## src/rtl/compute_read_load.sv

```systemverilog
// Loads one 256-coefficient polynomial from a 64-bit FIFO into a dual-port coefficient RAM.
// Define COEF_LOAD_REDUCE_EN to reduce coefficients modulo 8380417 through one extra stage.
module compute_read_load (
    input  logic        clk,
    input  logic        rst_n,
    input  logic        load_start,
    output logic        load_working,
    output logic        load_done,
    output logic        load_error,
    input  logic        Read_FIFO_tvalid,
    input  logic [63:0] Read_FIFO_tdata,
    output logic        Read_FIFO_tready,
    output logic        coef_ena,
    output logic        coef_wea,
    output logic [7:0]  coef_addra,
    output logic [22:0] coef_dina,
    output logic        coef_enb,
    output logic        coef_web,
    output logic [7:0]  coef_addrb,
    output logic [22:0] coef_dinb
);

    typedef enum logic [1:0] {IDLE, LOAD, FLUSH, DONE} state_t;

    state_t      state;
    logic [6:0]  beat_cnt;
    logic        accept;
    logic        pad_err;
    logic        last_beat;
    logic        pipe_busy;
    logic [22:0] c_even;
    logic [22:0] c_odd;

    // tready depends on state only, so the FIFO never sees a combinational loop through tvalid.
    assign Read_FIFO_tready = (state == LOAD);
    assign accept           = Read_FIFO_tvalid && Read_FIFO_tready;
    assign pad_err          = (|Read_FIFO_tdata[63:55]) || (|Read_FIFO_tdata[31:23]);
    assign last_beat        = (beat_cnt == 7'd127);
    assign c_even           = Read_FIFO_tdata[22:0];
    assign c_odd            = Read_FIFO_tdata[54:32];

`ifdef COEF_LOAD_REDUCE_EN
    localparam logic [22:0] MOD_Q = 23'd8380417;

    logic        s1_valid;
    logic [6:0]  s1_cnt;
    logic [22:0] s1_even;
    logic [22:0] s1_odd;

    function automatic logic [22:0] reduce(input logic [22:0] c);
        return (c >= MOD_Q) ? (c - MOD_Q) : c;
    endfunction

    // The reduce stage still holds a beat that has not reached the RAM ports.
    assign pipe_busy = s1_valid;
`else
    assign pipe_busy = 1'b0;
`endif

    // NOTE: all state below uses non-blocking assignments so every register samples pre-edge values.
    always_ff @(posedge clk or negedge rst_n) begin
        if (!rst_n) begin
            state        <= IDLE;
            beat_cnt     <= 7'd0;
            load_working <= 1'b0;
            load_done    <= 1'b0;
            load_error   <= 1'b0;
        end else begin
            case (state)
                IDLE: begin
                    if (load_start) begin
                        state        <= LOAD;
                        beat_cnt     <= 7'd0;
                        load_error   <= 1'b0;
                        load_working <= 1'b1;
                    end
                end
                LOAD: begin
                    if (accept) begin
                        if (last_beat) state <= FLUSH;
                        else           beat_cnt <= beat_cnt + 7'd1;
                        if (pad_err)   load_error <= 1'b1;
                    end
                end
                FLUSH: begin
                    if (!pipe_busy) begin
                        state     <= DONE;
                        load_done <= 1'b1;
                    end
                end
                DONE: begin
                    state        <= IDLE;
                    load_done    <= 1'b0;
                    load_working <= 1'b0;
                end
                default: state <= IDLE;
            endcase
        end
    end

    // RAM write port drive; enables pulse only on write cycles, address/data hold otherwise.
    always_ff @(posedge clk or negedge rst_n) begin
        if (!rst_n) begin
            coef_ena   <= 1'b0;
            coef_wea   <= 1'b0;
            coef_addra <= 8'd0;
            coef_dina  <= 23'd0;
            coef_enb   <= 1'b0;
            coef_web   <= 1'b0;
            coef_addrb <= 8'd0;
            coef_dinb  <= 23'd0;
`ifdef COEF_LOAD_REDUCE_EN
            s1_valid   <= 1'b0;
            s1_cnt     <= 7'd0;
            s1_even    <= 23'd0;
            s1_odd     <= 23'd0;
`endif
        end else begin
`ifdef COEF_LOAD_REDUCE_EN
            s1_valid <= accept;
            if (accept) begin
                s1_cnt  <= beat_cnt;
                s1_even <= c_even;
                s1_odd  <= c_odd;
            end
            coef_ena <= s1_valid;
            coef_wea <= s1_valid;
            coef_enb <= s1_valid;
            coef_web <= s1_valid;
            if (s1_valid) begin
                coef_addra <= {s1_cnt, 1'b0};
                coef_dina  <= reduce(s1_even);
                coef_addrb <= {s1_cnt, 1'b1};
                coef_dinb  <= reduce(s1_odd);
            end
`else
            coef_ena <= accept;
            coef_wea <= accept;
            coef_enb <= accept;
            coef_web <= accept;
            if (accept) begin
                coef_addra <= {beat_cnt, 1'b0};
                coef_dina  <= c_even;
                coef_addrb <= {beat_cnt, 1'b1};
                coef_dinb  <= c_odd;
            end
`endif
        end
    end

endmodule
```

## config.mk

```make
export PLATFORM = sky130hd
export DESIGN_NAME = compute_read_load
export DESIGN_NICKNAME = d
export VERILOG_FILES = /design/src/rtl/compute_read_load.sv
export SDC_FILE = /design/constraint.sdc
export NUM_CORES = 1
export LEC_CHECK = 0
export CORE_MARGIN = 3
export CORE_UTILIZATION = 40
export DETAILED_ROUTE_END_ITERATION = 8
export GPL_ROUTABILITY_DRIVEN = 0
export HOLD_SLACK_MARGIN = 0.02
export PLACE_DENSITY_LB_ADDON = 0.2
export SYNTH_ARGS = -nofsm -noshare
export SYNTH_HDL_FRONTEND = slang
export SYNTH_SLANG_ARGS = --single-unit
```

## constraint.sdc

```tcl
create_clock -name clk -period 1.82 [get_ports clk]
set_input_delay 0.546 -clock clk [delete_from_list [all_inputs] [get_ports clk]]
set_output_delay 0.546 -clock clk [all_outputs]
set_load 0.01 [all_outputs]
```

==> metrics.yaml <==
firstDrtPassIters: 4
drc: 0
p_sw_frac: 0.303
cts_inserted_buffers: 9
required_ns: 1.27
ir_worst_vdd_mv: 0.767
clkPwrFrac: 0.184
io_pins: 138
grt_max_degree: 68
yosysTopAreaCell: "dfrtp_1"
arrival_ns: 1.23
rsz0062_at_grt: "no"
final_core_util: 0.688
wl_per_cell_um: 15.1
grt_antenna_before_repair: 0
finalMaxSlewViolations: 0
clk_pin_slew_worst_paths_ns: 0.07
final_cell_count_no_fill: 438
drive_gt1_frac: 0.261
yosys-top-cells-area: "dfrtp_1 (60%), mux2_2 (21%), buf_4 (2.9%), ha_1 (2.2%), buf_6 (1.6%)"
syn_nets: 271
gr-total-overflow: 0
die_w_um: 89.9
hold_viol: 0
row_count: 29
combPwrFrac: 0.456
crit_chain: "clkdlybuf4s50_1"
synthCells: 198
cts.sinks: 67
p_seq_frac: 0.360
die_h_um: 89.9
dp_hpwl_um: 4930
final_area_um2: 4520
cts-root-buf: "clkbuf_8"
cts_max_path_buffers: 2
synthXorXnorAreaFrac: 0
post-place-cells: 422
crit_slowest_cell: "clkdlybuf4s50_1"
synth_top_family_by_area: "multiplexers"
skew_ns: 0.00736
place_area_um2: 4270
leakage_nw: 2.19
maxCapViolations: 0
hp-class: "in -> async"
tns_ns: 0
end_kind: "output pin"
setup_violations: 0
htree_levels: 3
syn_avg_cell_area_um2: 14.2
syn-cell-area_um2: 2810
synth_top_area_frac: 0.596
max_freq_mhz: 563
diodes: 0
critPathTopFamily: "buffers and inverters"
synth-seq-cells: 67
setup.worst_path.start_class: "flop"
initial_utilization: 0.428
synth_compound_area_frac: 0.0552
coreArea_um2: 6570
p_int_w: 0.00486
grt_usage: 0.168
fillers: 505
vias_per_cell: 4.73
period_needed_ns: 1.78
status: "complete, no violations"
power.density_nw_per_um2: 1540
io_buffers: 136
ant_nets: 0
path_buf_inv: 1
critical_path_class: "reg -> out"
worstPathMaxFanout: 2
drt_iter0_markers: 30
first_global_vias: 2202
die_area_um2: 8070
cts_tree: "done"
grt_pass1_wl_um: 10900
synth_simple_gate_area_frac: 0.0556
yosysSeqAreaShare: 0.596
synth_fa_ha_area_frac: 0.0222
yosys_warnings: 0
fin_hold_ws_ns: 0.224
slowest_delay_ns: 0.55
synthMuxAreaShare: 0.212
p_sw_w: 0.00211
synth_cell_types: 30
fin_crit_sh: 0.976
via_count: 2072
clk_latency_ns: 0.33
num-nets-final: 413
drt-total-wl_um: 6600
syn_to_final_growth_pct: 60.7
Yosys cell counts:
library cell   n
dfrtp_1       67
o31ai_1        1
and2_1         1
nor2b_1        1
nor4b_1        1
and3_2         1
nor4_1         4
buf_2          2
o32a_1         1
and4_4         1
buf_6          4
mux2_2        53
nand2_1        6
clkbuf_2       1
nor2_1         5
buf_4         11
nand4_1        1
a31o_4         1
o21ai_0        4
a31oi_1        6
nand2_2        1
a21oi_1        5
a211oi_4       1
a41oi_1        2
nor2b_2        1
conb_1         1
inv_1          5
nand2b_1       3
nand3_1        2
ha_1           5
cell families after synthesis:
kind of cell / after synthesis
fa+ha+maj: 5
compound gates: 21
simple gates: 28
buf+inv: 23
other cells: 1
flops: 67
mux: 53
power by group through the flow:
stage | Combinational (W) | Sequential [W] | Clock (W)
CTS | 0.00330 | 0.00253 | 0.00132
floorplan | 0.00126 | 0.00281 | 0
finish | 0.00318 | 0.00251 | 0.00128
global placement | 0.00326 | 0.00252 | 0
global route | 0.00342 | 0.00261 | 0.00139
detailed placement | 0.00331 | 0.00256 | 0
layout make-up:
cell class                 instances  area, um^2  area share
clock buffer                      12         165      0.0365
clock inverter                     4        47.5      0.0105
inverter                           5        18.8     0.00415
multi-input combinational        108         975       0.216
sequential                        67        1680       0.371
tap                               93         116      0.0257
timing repair buffer             149        1520       0.337
cell usage in the layout (no fill, tap or decap), types with 2 or more instances in the layout:
master,instances
nand2_1,6
a31oi_1,6
dlymetal6s2s_1,24
a41oi_1,2
a21oi_1,5
nand3_1,2
mux2_2,53
buf_12,2
clkdlybuf4s50_1,100
dfrtp_1,67
dlygate4sd2_1,10
nor4_1,4
o21ai_0,4
clkbuf_8,12
nor2_1,5
buf_4,11
ha_1,5
clkinv_2,2
inv_1,4
nand2b_1,3
worst paths after layout:
kind	from	endpoint	slack [ns]	cells after the start
hold reg to reg	coef_addrb[0]	coef_addrb[0]	0.47	1
setup reg to reg	state[1]	coef_dinb[19]	0.11	7
min in group clk	coef_addrb[0]	coef_addrb[0]	0.47	1
hold / removal	rst_n	coef_addrb[1]	0.22	2
setup / recovery	coef_dinb[1]	coef_dinb[1]	0.04	1
max in group asynchronous	rst_n	coef_dina[4]	1.30	2
state kept, by name (all words and copies together), names as in the netlist:
signal / count
beat_cnt: 7
load_done: 1
state: 2
coef_web: 1
coef_dinb: 23
load_error: 1
coef_addrb: 8
coef_dina: 23
load_working: 1
stage by stage:
| step | setup slack [ns] | total power, W |
|---|---|---|
| detailed placement | -0.179 | 0.00587 |
| finish | 0.0434 | 0.00697 |
| global route | 0.0000583 | 0.00742 |
| CTS | 0.00196 | 0.00715 |
| floorplan | 0.0732 | 0.00408 |
| global placement | -0.147 | 0.00578 |
repair_timing:
item                                   in CTS  in global routing
pin swaps                                   0                  1
buffers inserted                            0                  0
endpoints found under the hold margin       0                  0
resized for setup                          11                 26
setup endpoints to repair                  12                 26
hold buffers                                0                  0
worst register-to-register path: stages (launching register included):
cell      delay [ns]
dfrtp_1         0.38
inv_1           0.07
ha_1            0.19
buf_4           0.18
nand2_2         0.10
clkinv_1        0.11
buf_12          0.20
mux2_2          0.37
metal layers:
| metal | up-vias | global-route usage | share of wire |
|---|---|---|---|
| met3 | 11 | 0.0467 | 0.061 |
| li1 | 974 | - | - |
| met4 | 0 | 0.0791 | 0.018 |
| met2 | 81 | 0.279 | 0.50 |
| met1 | 1006 | 0.204 | 0.42 |
| met5 | - | 0 | 0 |
Note: power is estimated with default switching activity, not from simulation.
